`src/rtl/vga_frame_reader.sv`:
```
`timescale 1ns/1ps
// -----------------------------------------------------------------------------
// vga_frame_reader
//
// Scan-out side of the video RAM. Generates VGA timing from a pixel-rate
// enable, reads one 32-bit word per displayed pixel of a 256x256 image window
// through RAM port B, and drives RGB, syncs and blank to the DAC. Pixels
// outside the window (but inside the active area) are black.
//
// Optional build macro: TEST_PATTERN_EN
//   When defined, test_mode = 1 replaces the active-area RGB with eight
//   80-pixel-wide vertical colour bars. When undefined, test_mode is ignored.
//
// Ports:
//   clk          system clock
//   reset        asynchronous, active-low reset
//   pix_en       pixel-rate enable; every register advances only when high
//   address_b    RAM port B word address {row[7:0], col[7:0]}, 0 outside window
//   q_b          RAM port B read data, [23:16]=R [15:8]=G [7:0]=B
//   vga_r/g/b    8-bit colour to the DAC
//   vga_hs       horizontal sync, active-low
//   vga_vs       vertical sync, active-low
//   vga_blank_n  high during the active display area
//   frame_start  one-clk pulse when the counters wrap to (0,0)
//   test_mode    colour-bar select (TEST_PATTERN_EN builds only)
//
// Flow qualification: pix_en is a plain enable, not a handshake. A clk edge
// with pix_en high moves the whole pipeline one pixel; with pix_en low every
// register holds, except frame_start which is a single-clk pulse.
// -----------------------------------------------------------------------------
module vga_frame_reader #(
   parameter int H_ACTIVE     = 640,
   parameter int H_FP         = 16,
   parameter int H_SYNC       = 96,
   parameter int H_BP         = 48,
   parameter int V_ACTIVE     = 480,
   parameter int V_FP         = 10,
   parameter int V_SYNC       = 2,
   parameter int V_BP         = 33,
   parameter int IMG_X0       = 192,
   parameter int IMG_Y0       = 112,
   parameter int READ_LATENCY = 2
) (
   input  logic        clk,
   input  logic        reset,
   input  logic        pix_en,
   output logic [15:0] address_b,
   input  logic [31:0] q_b,
   output logic [7:0]  vga_r,
   output logic [7:0]  vga_g,
   output logic [7:0]  vga_b,
   output logic        vga_hs,
   output logic        vga_vs,
   output logic        vga_blank_n,
   output logic        frame_start,
   input  logic        test_mode
);

   localparam int H_TOTAL = H_ACTIVE + H_FP + H_SYNC + H_BP;
   localparam int V_TOTAL = V_ACTIVE + V_FP + V_SYNC + V_BP;
   localparam int CW      = 12;
   localparam int LAST    = READ_LATENCY - 1;

   localparam logic [CW-1:0] H_LAST = CW'(H_TOTAL - 1);
   localparam logic [CW-1:0] V_LAST = CW'(V_TOTAL - 1);
   localparam logic [CW-1:0] H_ACT  = CW'(H_ACTIVE);
   localparam logic [CW-1:0] V_ACT  = CW'(V_ACTIVE);
   localparam logic [CW-1:0] HS_BEG = CW'(H_ACTIVE + H_FP);
   localparam logic [CW-1:0] HS_END = CW'(H_ACTIVE + H_FP + H_SYNC);
   localparam logic [CW-1:0] VS_BEG = CW'(V_ACTIVE + V_FP);
   localparam logic [CW-1:0] VS_END = CW'(V_ACTIVE + V_FP + V_SYNC);
   localparam logic [CW-1:0] X0     = CW'(IMG_X0);
   localparam logic [CW-1:0] Y0     = CW'(IMG_Y0);
   localparam logic [CW-1:0] WIN    = CW'(256);

   logic [CW-1:0] h_cnt, v_cnt;
   logic [CW-1:0] h_off, v_off;
   logic          h_wrap, v_wrap;
   logic          active_raw, hs_raw, vs_raw, img_raw;

   logic [READ_LATENCY-1:0] active_pipe, hs_pipe, vs_pipe, img_pipe;
   logic [23:0]             rgb_next;

   logic unused_ok;
   assign unused_ok = &{1'b0, q_b[31:24], test_mode};

   // ---------------------------------------------------------------------------
   // Raw timing decode from the counters
   // ---------------------------------------------------------------------------
   assign h_wrap     = (h_cnt == H_LAST);
   assign v_wrap     = (v_cnt == V_LAST);
   assign active_raw = (h_cnt < H_ACT) && (v_cnt < V_ACT);
   assign hs_raw     = !((h_cnt >= HS_BEG) && (h_cnt < HS_END));
   assign vs_raw     = !((v_cnt >= VS_BEG) && (v_cnt < VS_END));

   // Unsigned offsets: positions left of / above the window wrap to large
   // values, so one "< 256" test covers both edges of the window.
   assign h_off   = h_cnt - X0;
   assign v_off   = v_cnt - Y0;
   assign img_raw = active_raw && (h_off < WIN) && (v_off < WIN);

   // ---------------------------------------------------------------------------
   // Counters, RAM address and frame_start
   // ---------------------------------------------------------------------------
   always_ff @(posedge clk or negedge reset) begin
      if (!reset) begin
         h_cnt       <= '0;
         v_cnt       <= '0;
         address_b   <= '0;
         frame_start <= 1'b0;
      end else begin
         // Taken straight from the counters, so it leads the pixel pipeline.
         frame_start <= pix_en && h_wrap && v_wrap;
         if (pix_en) begin
            if (h_wrap) begin
               h_cnt <= '0;
               v_cnt <= v_wrap ? '0 : v_cnt + CW'(1);
            end else begin
               h_cnt <= h_cnt + CW'(1);
            end
            address_b <= img_raw ? {v_off[7:0], h_off[7:0]} : 16'h0000;
         end
      end
   end

   // ---------------------------------------------------------------------------
   // Alignment pipeline: timing flags wait READ_LATENCY pixels so they meet the
   // RAM data for the same pixel at the output register. Sync stages reset to
   // the inactive (high) level so no sync glitch follows reset.
   // ---------------------------------------------------------------------------
   always_ff @(posedge clk or negedge reset) begin
      if (!reset) begin
         active_pipe <= '0;
         hs_pipe     <= '1;
         vs_pipe     <= '1;
         img_pipe    <= '0;
      end else if (pix_en) begin
         active_pipe[0] <= active_raw;
         hs_pipe[0]     <= hs_raw;
         vs_pipe[0]     <= vs_raw;
         img_pipe[0]    <= img_raw;
         for (int i = 1; i < READ_LATENCY; i++) begin
            active_pipe[i] <= active_pipe[i-1];
            hs_pipe[i]     <= hs_pipe[i-1];
            vs_pipe[i]     <= vs_pipe[i-1];
            img_pipe[i]    <= img_pipe[i-1];
         end
      end
   end

`ifdef TEST_PATTERN_EN
   // Bar colour {R,G,B} from the bar index: the white..black sequence is the
   // bitwise inverse of index bits {1,2,0}.
   logic [CW-1:0] bar_idx;
   logic [2:0]    bar_raw;
   logic [2:0]    bar_pipe [READ_LATENCY];
   logic [READ_LATENCY-1:0] tm_pipe;
   logic          unused_bar;

   assign bar_idx    = h_cnt / CW'(80);
   assign bar_raw    = {~bar_idx[1], ~bar_idx[2], ~bar_idx[0]};
   assign unused_bar = &{1'b0, bar_idx[CW-1:3]};

   always_ff @(posedge clk or negedge reset) begin
      if (!reset) begin
         tm_pipe <= '0;
         for (int i = 0; i < READ_LATENCY; i++) bar_pipe[i] <= 3'b000;
      end else if (pix_en) begin
         tm_pipe[0]  <= test_mode;
         bar_pipe[0] <= bar_raw;
         for (int i = 1; i < READ_LATENCY; i++) begin
            tm_pipe[i]  <= tm_pipe[i-1];
            bar_pipe[i] <= bar_pipe[i-1];
         end
      end
   end
`endif

   always_comb begin
      rgb_next = 24'h000000;
      if (img_pipe[LAST]) rgb_next = q_b[23:0];
`ifdef TEST_PATTERN_EN
      if (tm_pipe[LAST] && active_pipe[LAST])
         rgb_next = {{8{bar_pipe[LAST][2]}}, {8{bar_pipe[LAST][1]}}, {8{bar_pipe[LAST][0]}}};
`endif
   end

   // ---------------------------------------------------------------------------
   // Output register
   // ---------------------------------------------------------------------------
   always_ff @(posedge clk or negedge reset) begin
      if (!reset) begin
         vga_r       <= 8'h00;
         vga_g       <= 8'h00;
         vga_b       <= 8'h00;
         vga_hs      <= 1'b1;
         vga_vs      <= 1'b1;
         vga_blank_n <= 1'b0;
      end else if (pix_en) begin
         vga_r       <= rgb_next[23:16];
         vga_g       <= rgb_next[15:8];
         vga_b       <= rgb_next[7:0];
         vga_hs      <= hs_pipe[LAST];
         vga_vs      <= vs_pipe[LAST];
         vga_blank_n <= active_pipe[LAST];
      end
   end

endmodule

```
`config.mk`:
```
export PLATFORM = sky130hd
export DESIGN_NAME = vga_frame_reader
export DESIGN_NICKNAME = d
export VERILOG_FILES = /design/src/rtl/vga_frame_reader.sv
export SDC_FILE = /design/constraint.sdc
export NUM_CORES = 1
export LEC_CHECK = 0
export CORE_MARGIN = 4
export CORE_UTILIZATION = 55
export DETAILED_ROUTE_END_ITERATION = 7
export PLACE_DENSITY = 0.84
export RECOVER_POWER = 100
export REMOVE_ABC_BUFFERS = 1
export SLEW_MARGIN = 10
export SYNTH_ARGS = -nofsm -noshare
export SYNTH_HDL_FRONTEND = slang
export SYNTH_SLANG_ARGS = --single-unit
```
`constraint.sdc`:
```
create_clock -name clk -period 4.7 [get_ports clk]
set_input_delay 0.94 -clock clk [delete_from_list [all_inputs] [get_ports clk]]
set_output_delay 0.94 -clock clk [all_outputs]
set_load 0.02 [all_outputs]
```
Word level (Yosys, flattened, before mapping)
Cells that the tools add are included.

word-level totals
  input bits = 36
  output and inout port bits = 44
  logic and storage cells = 42
  register bits after elaboration = 76

operators by class
  add/subtract/negate cells = 4
  reduce and logical (&&, ||, !) cells = 10
  muxes and demuxes = 4
  eq/ne operators = 2
  magnitude comparators = 8

operator list
  cell                                                          number
  less-than comparator 12 x 9 -> 1 bit, second input constant   4
  adder 12 x 1 -> 12 bit, second input constant                 2
  equality test 12 x 10 -> 1 bit, second input constant         2
  less-than comparator 12 x 10 -> 1 bit, second input constant  2
  two-way mux 12 bit                                            2
  two-way mux 24 bit                                            1
  two-way mux 16 bit                                            1
  >= comparator 12 x 10 -> 1 bit, second input constant         1
  >= comparator 12 x 9 -> 1 bit, second input constant          1
  subtractor 12 x 7 -> 12 bit, second input constant            1
  subtractor 12 x 8 -> 12 bit, second input constant            1
  logical AND 1 bit                                             7
  zero test 1 bit                                               2
  AND reduction 2 bit                                           1

Depth between registers and ports, before layout
Gate-level depths: netlist (run 1).

  depth after elaboration = 5
  depth in mapped cells = 7
  mapped depth without buffers = 6

Worst setup path before layout (run 1)
Ideal clock, no wire load.

  path type = input to register
  start = input pix_en
  end = register v_cnt[4]
  arrival = 1908 ps
  setup slack = 2696 ps
  required time = 4605 ps
  stages on the path = 6
  path buffers = 2
  path through = clkbuf_8 -> and2_1 -> and4_1 -> buf_2 -> nand2_1 -> o31ai_1

on the way
  cells in the longest elaborated chain, start to end = 1

RTL lines
  element                               RTL line  source
  start, declared                       46        input logic pix_en,
  AND reduction 2 bit (no source line)  --
  end signal, assigned                  117       v_cnt <= v_wrap ? '0 : v_cnt + CW'(1);
  end, declared                         76        logic [CW-1:0] h_cnt, v_cnt;

Every way passes these cells.
A chain may end at the register's enable or synchronous reset.

==> results of run 1 <==
==> layer usage <==
layer / track usage / wire length [µm]
met5: 0 / 0
met4: 0.08673 / 165
met3: 0.04925 / 577
met2: 0.3340 / 3886
met1: 0.2658 / 3472
==> kinds of logic (layout without fill, tap and decap cells) <==
group,count (synthesis),in the layout,synth area share
AND/OR/NAND/NOR,120,120,0.1783
flip-flops,76,76,0.5182
AO/OA/AOI/OAI,75,75,0.1256
buffers and inverters,61,123,0.08149
XOR/XNOR,16,16,0.03803
adder cells (fa/ha/maj),10,10,0.03396
multiplexers,8,8,0.02445
==> per-stage QoR <==
step	setup slack (ns)	total power, W	hold slack [ns]	std cells	utilization
after floorplan	2.817	0.0007677	0.4493	341	-
after global placement	2.030	0.0008269	0.4623	489	0.6721
after global routing	1.324	0.001545	0.5009	505	0.7138
after CTS	2.259	0.001496	0.4908	505	0.7144
final	1.607	0.001486	0.4836	505	0.7138
after detailed placement	1.989	0.0008334	0.4685	489	0.6721
==> layout make-up <==
cell class                 instances  share of cell area
clock buffer                      10             0.03002
clock inverter                     6             0.02920
inverter                          36             0.02948
multi-input combinational        229              0.3218
sequential                        76              0.4165
tap                               77             0.02102
timing repair buffer              71              0.1520
==> worst max-delay path by stage <==
stage	to	slack [ns]	cells past startpoint
after global placement	v_cnt[4]	2.03	5
after CTS	vga_hs	2.26	1
final	vs_pipe[0]	1.61	5
after global routing	vs_pipe[0]	1.32	5
after detailed placement	v_cnt[4]	1.99	5
after floorplan	v_cnt[10]	2.82	4
==> report_power, final <==
part / total [W] / switching, W / internal [W] / leakage [nW]
registers: 0.000716 / 0.0000396 / 0.000676 / 1.01
clock network: 0.000665 / 0.000243 / 0.000422 / 0.137
logic: 0.000105 / 0.0000596 / 0.0000452 / 0.908
==> cell usage after synthesis, types with 2 or more instances <==
| master | count |
|---|---|
| sky130_fd_sc_hd__dfrtp_1 | 70 |
| sky130_fd_sc_hd__o21ai_0 | 43 |
| sky130_fd_sc_hd__inv_1 | 36 |
| sky130_fd_sc_hd__nand3_1 | 33 |
| sky130_fd_sc_hd__nand2_1 | 26 |
| sky130_fd_sc_hd__nand4_1 | 19 |
| sky130_fd_sc_hd__clkbuf_1 | 12 |
| sky130_fd_sc_hd__ha_1 | 10 |
| sky130_fd_sc_hd__xor2_1 | 10 |
| sky130_fd_sc_hd__nor2_1 | 9 |
| sky130_fd_sc_hd__a21oi_1 | 8 |
| sky130_fd_sc_hd__mux2_2 | 8 |
| sky130_fd_sc_hd__o41ai_1 | 7 |
| sky130_fd_sc_hd__dfstp_2 | 6 |
| sky130_fd_sc_hd__xnor2_1 | 6 |
| sky130_fd_sc_hd__nor3_1 | 5 |
| sky130_fd_sc_hd__and3_1 | 4 |
| sky130_fd_sc_hd__clkbuf_8 | 4 |
| sky130_fd_sc_hd__o31ai_1 | 4 |
| sky130_fd_sc_hd__or3_1 | 4 |
| sky130_fd_sc_hd__a31oi_1 | 3 |
| sky130_fd_sc_hd__and2_1 | 3 |
| sky130_fd_sc_hd__buf_1 | 3 |
| sky130_fd_sc_hd__buf_6 | 3 |
| sky130_fd_sc_hd__o22a_1 | 3 |
| sky130_fd_sc_hd__nand4b_1 | 2 |
| sky130_fd_sc_hd__nor2b_1 | 2 |
| sky130_fd_sc_hd__o2bb2ai_1 | 2 |
==> tightest hold or removal path: stages (launching register included) <==
cell	delay [ns]
sky130_fd_sc_hd__dfrtp_1	0.34
sky130_fd_sc_hd__nand2_1	0.05
sky130_fd_sc_hd__o41ai_1	0.05
==> sequential cells by signal, indices dropped and copies added, names as in the netlist <==
register     flops
frame_start      1
img_pipe         2
hs_pipe          2
h_cnt           12
vga_g            8
vga_vs           1
address_b       16
vga_blank_n      1
v_cnt           12
vga_b            8
active_pipe      2
vga_r            8
vga_hs           1
vs_pipe          2
==> results_tabular.tex, run 1 <==
\begin{tabular}{lr}
\hline
Metric & Value \\
\hline
\multicolumn{2}{l}{\textbf{Status}} \\
\quad Run status & finished, violations left \\
\quad Violations in the final reports & max-capacitance violations, max-slew violations \\
\multicolumn{2}{l}{\textbf{GRT}} \\
\quad First-pass GRT wire length & 13630 µm \\
\quad Total global-route track usage & 0.2058 \\
\quad Vias in the first global route & 2824 \\
\quad Number of antenna violations at the first check in global routing & 0 \\
\quad Maximum number of pins on one net before global-route repair & 77 \\
\quad Grt ovf & 0 \\
\multicolumn{2}{l}{\textbf{Flow run}} \\
\quad Max-cap check violation count & 1 \\
\multicolumn{2}{l}{\textbf{Worst setup path}} \\
\quad Length in cells of the worst reg-to-reg path & 5 \\
\quad Highest fanout seen on the critical path & 32 \\
\quad Crit end category & flip-flop \\
\quad Kind of start point of the critical path & input pin \\
\quad Kind of cell adding the most delay to the critical path & buffers and inverters \\
\quad Crit path DAT & 3.38 ns \\
\quad Biggest cell delay along the critical path & 0.96 ns \\
\quad Worst-path cell chain & clkbuf\_1, inv\_1, nor4\_1, nand4\_1, o22a\_1 \\
\quad CP Data Required Time & 4.99 ns \\
\quad Launch point of the worst path & pix\_en \\
\quad Destination of the worst register-to-register timing path & address\_b[14] \\
\quad Worst setup slack for register-to-register paths & 2.50 ns \\
\quad Slowest library cell on the worst path & sky130\_fd\_sc\_hd\_\_clkbuf\_1 \\
\quad Critical setup path kind & in2reg \\
\quad FF-to-FF Start & v\_cnt[4] \\
\quad WP buf/inv & 2 \\
\multicolumn{2}{l}{\textbf{Synthesis}} \\
\quad Share of the synthesized area in the top cell type & 0.4754 \\
\quad FF+latch count, synth & 76 \\
\quad Post-synthesis async set-or-reset flop share & 1.000 \\
\quad Synth cell types & 49 \\
\quad Leading register cell type out of synthesis & sky130\_fd\_sc\_hd\_\_dfrtp\_1 \\
\quad Cells after Synth & 366 \\
\quad Leading cell types by total area after synthesis & sky130\_fd\_sc\_hd\_\_dfrtp\_1 48\%, sky130\_fd\_sc\_hd\_\_o21ai\_0 5.8\%, sky130\_fd\_sc\_hd\_\_nand3\_1 4.5\% \\
\quad Most area-hungry cell type in the Yosys netlist & sky130\_fd\_sc\_hd\_\_dfrtp\_1 \\
\quad Proportion of synthesized chip area in sequential cells & 0.5182 \\
\quad Post-synthesis average cell area & 10.07 µm² \\
\quad Syn. warnings & 0 \\
\quad EDFF count, synth & 0 \\
\quad Area of the mapped netlist & 3685 µm² \\
\multicolumn{2}{l}{\textbf{Finish}} \\
\quad FF/Latch Area & 1909 µm² \\
\quad Synth-to-Final Area Change & 24.41\% \\
\quad Final standard cell area without fillers & 4584 µm² \\
\quad Most common cell after layout, fill and taps aside & sky130\_fd\_sc\_hd\_\_dfrtp\_1 \\
\quad Most frequent cells in the layout & 70 x sky130\_fd\_sc\_hd\_\_dfrtp\_1, 44 x sky130\_fd\_sc\_hd\_\_dlygate4sd3\_1, 43 x sky130\_fd\_sc\_hd\_\_o21ai\_0 \\
\quad Number of filler instances in the final layout & 462 \\
\quad Fraction of layout instances using a drive strength above 1 & 0.08879 \\
\quad Multi-input combinational cell area & 1475 µm² \\
\quad Total Nets Final & 469 \\
\quad \# diodes & 0 \\
\multicolumn{2}{l}{\textbf{Die}} \\
\quad Initial standard-cell utilization of the core & 0.5737 \\
\quad Number of top-level pins & 80 \\
\quad Die area & 8073 µm² \\
\quad Std-Cell Core Area & 6422 µm² \\
\quad Die extent in y & 89.85 µm \\
\quad Die width & 89.85 µm \\
\quad Core Rows & 29 \\
\multicolumn{2}{l}{\textbf{Drt}} \\
\quad DRC violations left & 0 \\
\quad Total number of vias & 2956 \\
\quad Via count normalized by instance count & 5.853 \\
\quad WL/cell & 16.04 µm \\
\quad Detailed-route wire length & 8101 µm \\
\quad Count of nets left with antenna violations after detail routing & 0 \\
\quad Iter 0 DRT Violations & 206 \\
\quad Pre-antenna DRT Iters & 7 \\
\multicolumn{2}{l}{\textbf{STA}} \\
\quad Number of endpoints with negative hold slack in the final report & 0 \\
\quad Share of the clock period used by the worst path & 0.6581 \\
\quad Min Clock Period, post-route & 3.093 ns \\
\quad Final count of negative-setup-slack endpoints & 0 \\
\quad Worst rel slew slack & -0.2057 \\
\quad Setup TNS & 0 ns \\
\quad Unrepaired setup endpoints after global routing & false \\
\quad Fin Clk Skew & 0.007796 ns \\
\quad Pin slew with the least headroom to its limit & 1.809 ns \\
\quad Slew Viols, Final & 77 \\
\quad Fmax & 323.3 MHz \\
\multicolumn{2}{l}{\textbf{Worst hold path}} \\
\quad Hold-critical path endpoint & address\_b[11] \\
\quad Hold Path Origin & address\_b[11] \\
\quad Worst Hold Class & reg2reg \\
\quad Count of cells along the worst hold path & 2 \\
\multicolumn{2}{l}{\textbf{Place}} \\
\quad Last weighted congestion value of the routability-driven placer & 0.9529 \\
\quad Number of input and output port buffers inserted & 70 \\
\quad HPWL after detailed placement & 5425 µm \\
\quad Instance area after placement & 4317 µm² \\
\multicolumn{2}{l}{\textbf{Clocking}} \\
\quad Resized cells post-CTS & 0 \\
\quad H-tree depth & 3 \\
\quad TritonCTS sink count & 76 \\
\quad Number of buffers inserted during clock tree synthesis & 9 \\
\quad Clock root buffer & sky130\_fd\_sc\_hd\_\_clkbuf\_8 \\
\quad Latest clock arrival within the worst-skew pair & 0.36 ns \\
\quad Clock transition at the registers of the reported paths & 0.07 ns \\
\quad Clk buf depth & 2 \\
\quad Total setup buffers inserted after CTS & 0 \\
\quad TritonCTS clock tree & built \\
\quad Number of hold buffers added after cts & 0 \\
\multicolumn{2}{l}{\textbf{Pwr}} \\
\quad Leakage & 2.050 nW \\
\quad Power density over the cells & 324.0 nW/µm² \\
\quad Max IR drop VDD & 213.0 µV \\
\hline
\end{tabular}
No activity file was read; power rests on OpenSTA's default activity.
==> run 2, diff against run 1 <==
--- a/config.mk
+++ b/config.mk
@@ -6,9 +6,9 @@
 export NUM_CORES = 1
 export LEC_CHECK = 0
 export CORE_MARGIN = 4
-export CORE_UTILIZATION = 55
+export CORE_UTILIZATION = 51
 export DETAILED_ROUTE_END_ITERATION = 7
-export PLACE_DENSITY = 0.84
+export PLACE_DENSITY = 0.78
 export RECOVER_POWER = 100
 export REMOVE_ABC_BUFFERS = 1
 export SLEW_MARGIN = 10
==> constraint.sdc (replaced) <==
create_clock -name clk -period 3.2 [get_ports clk]
set_input_delay 0.64 -clock clk [delete_from_list [all_inputs] [get_ports clk]]
set_output_delay 0.64 -clock clk [all_outputs]
set_load 0.02 [all_outputs]
==> results_tabular.tex, run 2 (same netlist as run 1, synthesis figures left out) <==
\begin{tabular}{lr}
\hline
Metric & Value \\
\hline
\multicolumn{2}{l}{\textbf{Finish}} \\
\quad Synth-to-Final Area Change & 24.21\% (was 24.41\%) \\
\quad Fraction of layout instances using a drive strength above 1 & 0.08625 (was 0.08879) \\
\quad Most frequent cells in the layout & 70 x sky130\_fd\_sc\_hd\_\_dfrtp\_1, 44 x sky130\_fd\_sc\_hd\_\_dlygate4sd3\_1, 43 x sky130\_fd\_sc\_hd\_\_o21ai\_0 (unchanged) \\
\quad Total Nets Final & 470 (was 469) \\
\quad Most common cell after layout, fill and taps aside & sky130\_fd\_sc\_hd\_\_dfrtp\_1 (unchanged) \\
\quad Register bank with the most flops & address\_b (unchanged) \\
\quad Flip-flop count of the largest register, all copies and words added & 16 (unchanged) \\
\quad Registers with the most flip-flops & address\_b: 16 flops, h\_cnt: 12 flops, v\_cnt: 12 flops (unchanged) \\
\quad Final core utilization & 0.6627 (was 0.7138) \\
\quad Non-filler instance count after layout & 525 (was 505) \\
\quad \# diodes & 0 (unchanged) \\
\multicolumn{2}{l}{\textbf{STA}} \\
\quad Pin slew with the least headroom to its limit & 1.790 ns (was 1.809 ns) \\
\quad Minimum hold slack & 0.4735 ns (was 0.4836 ns) \\
\quad Final count of negative-setup-slack endpoints & 0 (unchanged) \\
\quad Setup TNS & 0 ns (unchanged) \\
\quad Share of the clock period used by the worst path & 0.7322 \\
\quad Worst rel slew slack & -0.1936 (was -0.2057) \\
\quad Number of endpoints with negative hold slack in the final report & 0 (unchanged) \\
\quad Fmax & 426.8 MHz \\
\quad Min Clock Period, post-route & 2.343 ns \\
\quad Unrepaired setup endpoints after global routing & false (unchanged) \\
\quad Slew Viols, Final & 77 (unchanged) \\
\quad Fin Clk Skew & 0.009795 ns (was 0.007796 ns) \\
\multicolumn{2}{l}{\textbf{GRT}} \\
\quad Maximum number of pins on one net before global-route repair & 77 (unchanged) \\
\quad Total global-route track usage & 0.1862 (was 0.2058) \\
\quad Grt ovf & 0 (unchanged) \\
\quad First-pass GRT wire length & 13060 µm (was 13630 µm) \\
\quad Number of antenna violations at the first check in global routing & 0 (unchanged) \\
\quad Vias in the first global route & 2756 (was 2824) \\
\multicolumn{2}{l}{\textbf{Drt}} \\
\quad Iter 0 DRT Violations & 188 (was 206) \\
\quad Detailed-route wire length & 7681 µm (was 8101 µm) \\
\quad Wire length on met3 & 419 µm (was 577 µm) \\
\quad Count of nets left with antenna violations after detail routing & 0 (unchanged) \\
\quad Pre-antenna DRT Iters & 4 (was 7) \\
\quad Met2 wire length & 3673 µm (was 3886 µm) \\
\quad Total number of vias & 2870 (was 2956) \\
\quad Via count normalized by instance count & 5.467 (was 5.853) \\
\quad Highest metal layer with signal wires & met4 (unchanged) \\
\quad Met1 wire length & 3526 µm (was 3472 µm) \\
\quad WL/cell & 14.63 µm (was 16.04 µm) \\
\quad DRC violations left & 0 (unchanged) \\
\multicolumn{2}{l}{\textbf{Worst hold path}} \\
\quad Worst Hold Class & reg2reg (unchanged) \\
\quad Count of cells along the worst hold path & 2 (unchanged) \\
\multicolumn{2}{l}{\textbf{Worst setup path}} \\
\quad Kind of start point of the critical path & input pin (unchanged) \\
\quad Critical setup path kind & in2reg (unchanged) \\
\quad Crit end category & flip-flop (unchanged) \\
\quad Length in cells of the worst reg-to-reg path & 5 (unchanged) \\
\quad Crit path DAT & 2.57 ns (was 3.38 ns) \\
\quad Highest fanout seen on the critical path & 18 (was 32) \\
\quad Worst setup slack for register-to-register paths & 0.98 ns (was 2.50 ns) \\
\quad CP Data Required Time & 3.43 ns (was 4.99 ns) \\
\multicolumn{2}{l}{\textbf{Pwr}} \\
\quad Power, Total & 0.002059 W (was 0.001486 W) \\
\quad Max IR drop VDD & 242.2 µV (was 213.0 µV) \\
\quad Power density over the cells & 449.8 nW/µm² (was 324.0 nW/µm²) \\
\quad Leakage & 2.030 nW (was 2.050 nW) \\
\multicolumn{2}{l}{\textbf{Place}} \\
\quad Cell total after placement & 509 (was 489) \\
\quad HPWL after detailed placement & 5405 µm (was 5425 µm) \\
\quad Last weighted congestion value of the routability-driven placer & 0.8823 (was 0.9529) \\
\quad Number of input and output port buffers inserted & 70 (unchanged) \\
\multicolumn{2}{l}{\textbf{Die}} \\
\quad Number of top-level pins & 80 (unchanged) \\
\quad Initial standard-cell utilization of the core & 0.5335 (was 0.5737) \\
\quad Std-Cell Core Area & 6907 µm² (was 6422 µm²) \\
\quad Core Rows & 30 (was 29) \\
\quad Die area & 8649 µm² (was 8073 µm²) \\
\quad Die width & 93 µm (was 89.85 µm) \\
\quad Die extent in y & 93 µm (was 89.85 µm) \\
\multicolumn{2}{l}{\textbf{Clocking}} \\
\quad Total setup buffers inserted after CTS & 0 (unchanged) \\
\quad Latest clock arrival within the worst-skew pair & 0.33 ns (was 0.36 ns) \\
\quad H-tree depth & 3 (unchanged) \\
\quad Clock root buffer & sky130\_fd\_sc\_hd\_\_clkbuf\_8 (unchanged) \\
\quad Clock transition at the registers of the reported paths & 0.08 ns (was 0.07 ns) \\
\quad Clk buf depth & 2 (unchanged) \\
\quad Number of buffers inserted during clock tree synthesis & 9 (unchanged) \\
\quad TritonCTS clock tree & built (unchanged) \\
\quad Resized cells post-CTS & 0 (unchanged) \\
\quad TritonCTS sink count & 76 (unchanged) \\
\quad Number of hold buffers added after cts & 0 (unchanged) \\
\multicolumn{2}{l}{\textbf{Status}} \\
\quad Run status & finished, violations left (unchanged) \\
\quad Violations in the final reports & max-capacitance violations, max-slew violations (unchanged) \\
\multicolumn{2}{l}{\textbf{Flow run}} \\
\quad Max-cap check violation count & 1 (unchanged) \\
\hline
\end{tabular}
run 2: power breakdown:
group	internal, W	total (W)	switching, W
Clock	0.000520	0.000856	0.000337
Combinational	0.0000658	0.000154	0.0000879
Sequential	0.000993	0.00105	0.0000552
Total	0.00158	0.00206	0.000480
run 2: layer usage:
layer,vias to the layer above,track usage
met5,-,0
met4,0,0.06838
met3,6,0.03620
met2,82,0.2903
met1,1386,0.2596
li1,1396,-
run 2: cell type report:
class | count | area [µm²]
fillers | 572 | 2330
flip-flops and latches | 76 | 1909
multi-input cells | 229 | 1475
repair buffers | 72 | 698.2
inverters | 36 | 135.1
clock buffers | 10 | 127.6
well taps | 96 | 120.1
clock inverters | 6 | 111.4
run 2: final timing paths:
check                        startpoint           end
setup / recovery                 pix_en      v_cnt[6]
hold / removal             address_b[8]  address_b[8]
setup reg to reg               v_cnt[4]  address_b[4]
hold reg to reg            address_b[8]  address_b[8]
max in group asynchronous         reset     h_cnt[11]
min in group asynchronous         reset      vga_b[5]
run 2: critical path, stage by stage:
cell                       delay [ns]
sky130_fd_sc_hd__clkbuf_1        0.64
sky130_fd_sc_hd__and2_0          0.33
sky130_fd_sc_hd__and4_1          0.55
sky130_fd_sc_hd__nand2_1         0.17
sky130_fd_sc_hd__o31ai_1         0.23
run 2: per-stage QoR:
stage	instance area, µm²	setup slack [ns]
after global placement	4348	0.9998
after floorplan	3520	1.397
after global routing	4577	0.6343
after CTS	4587	1.010
after detailed placement	4348	0.9350
final	4577	0.8569
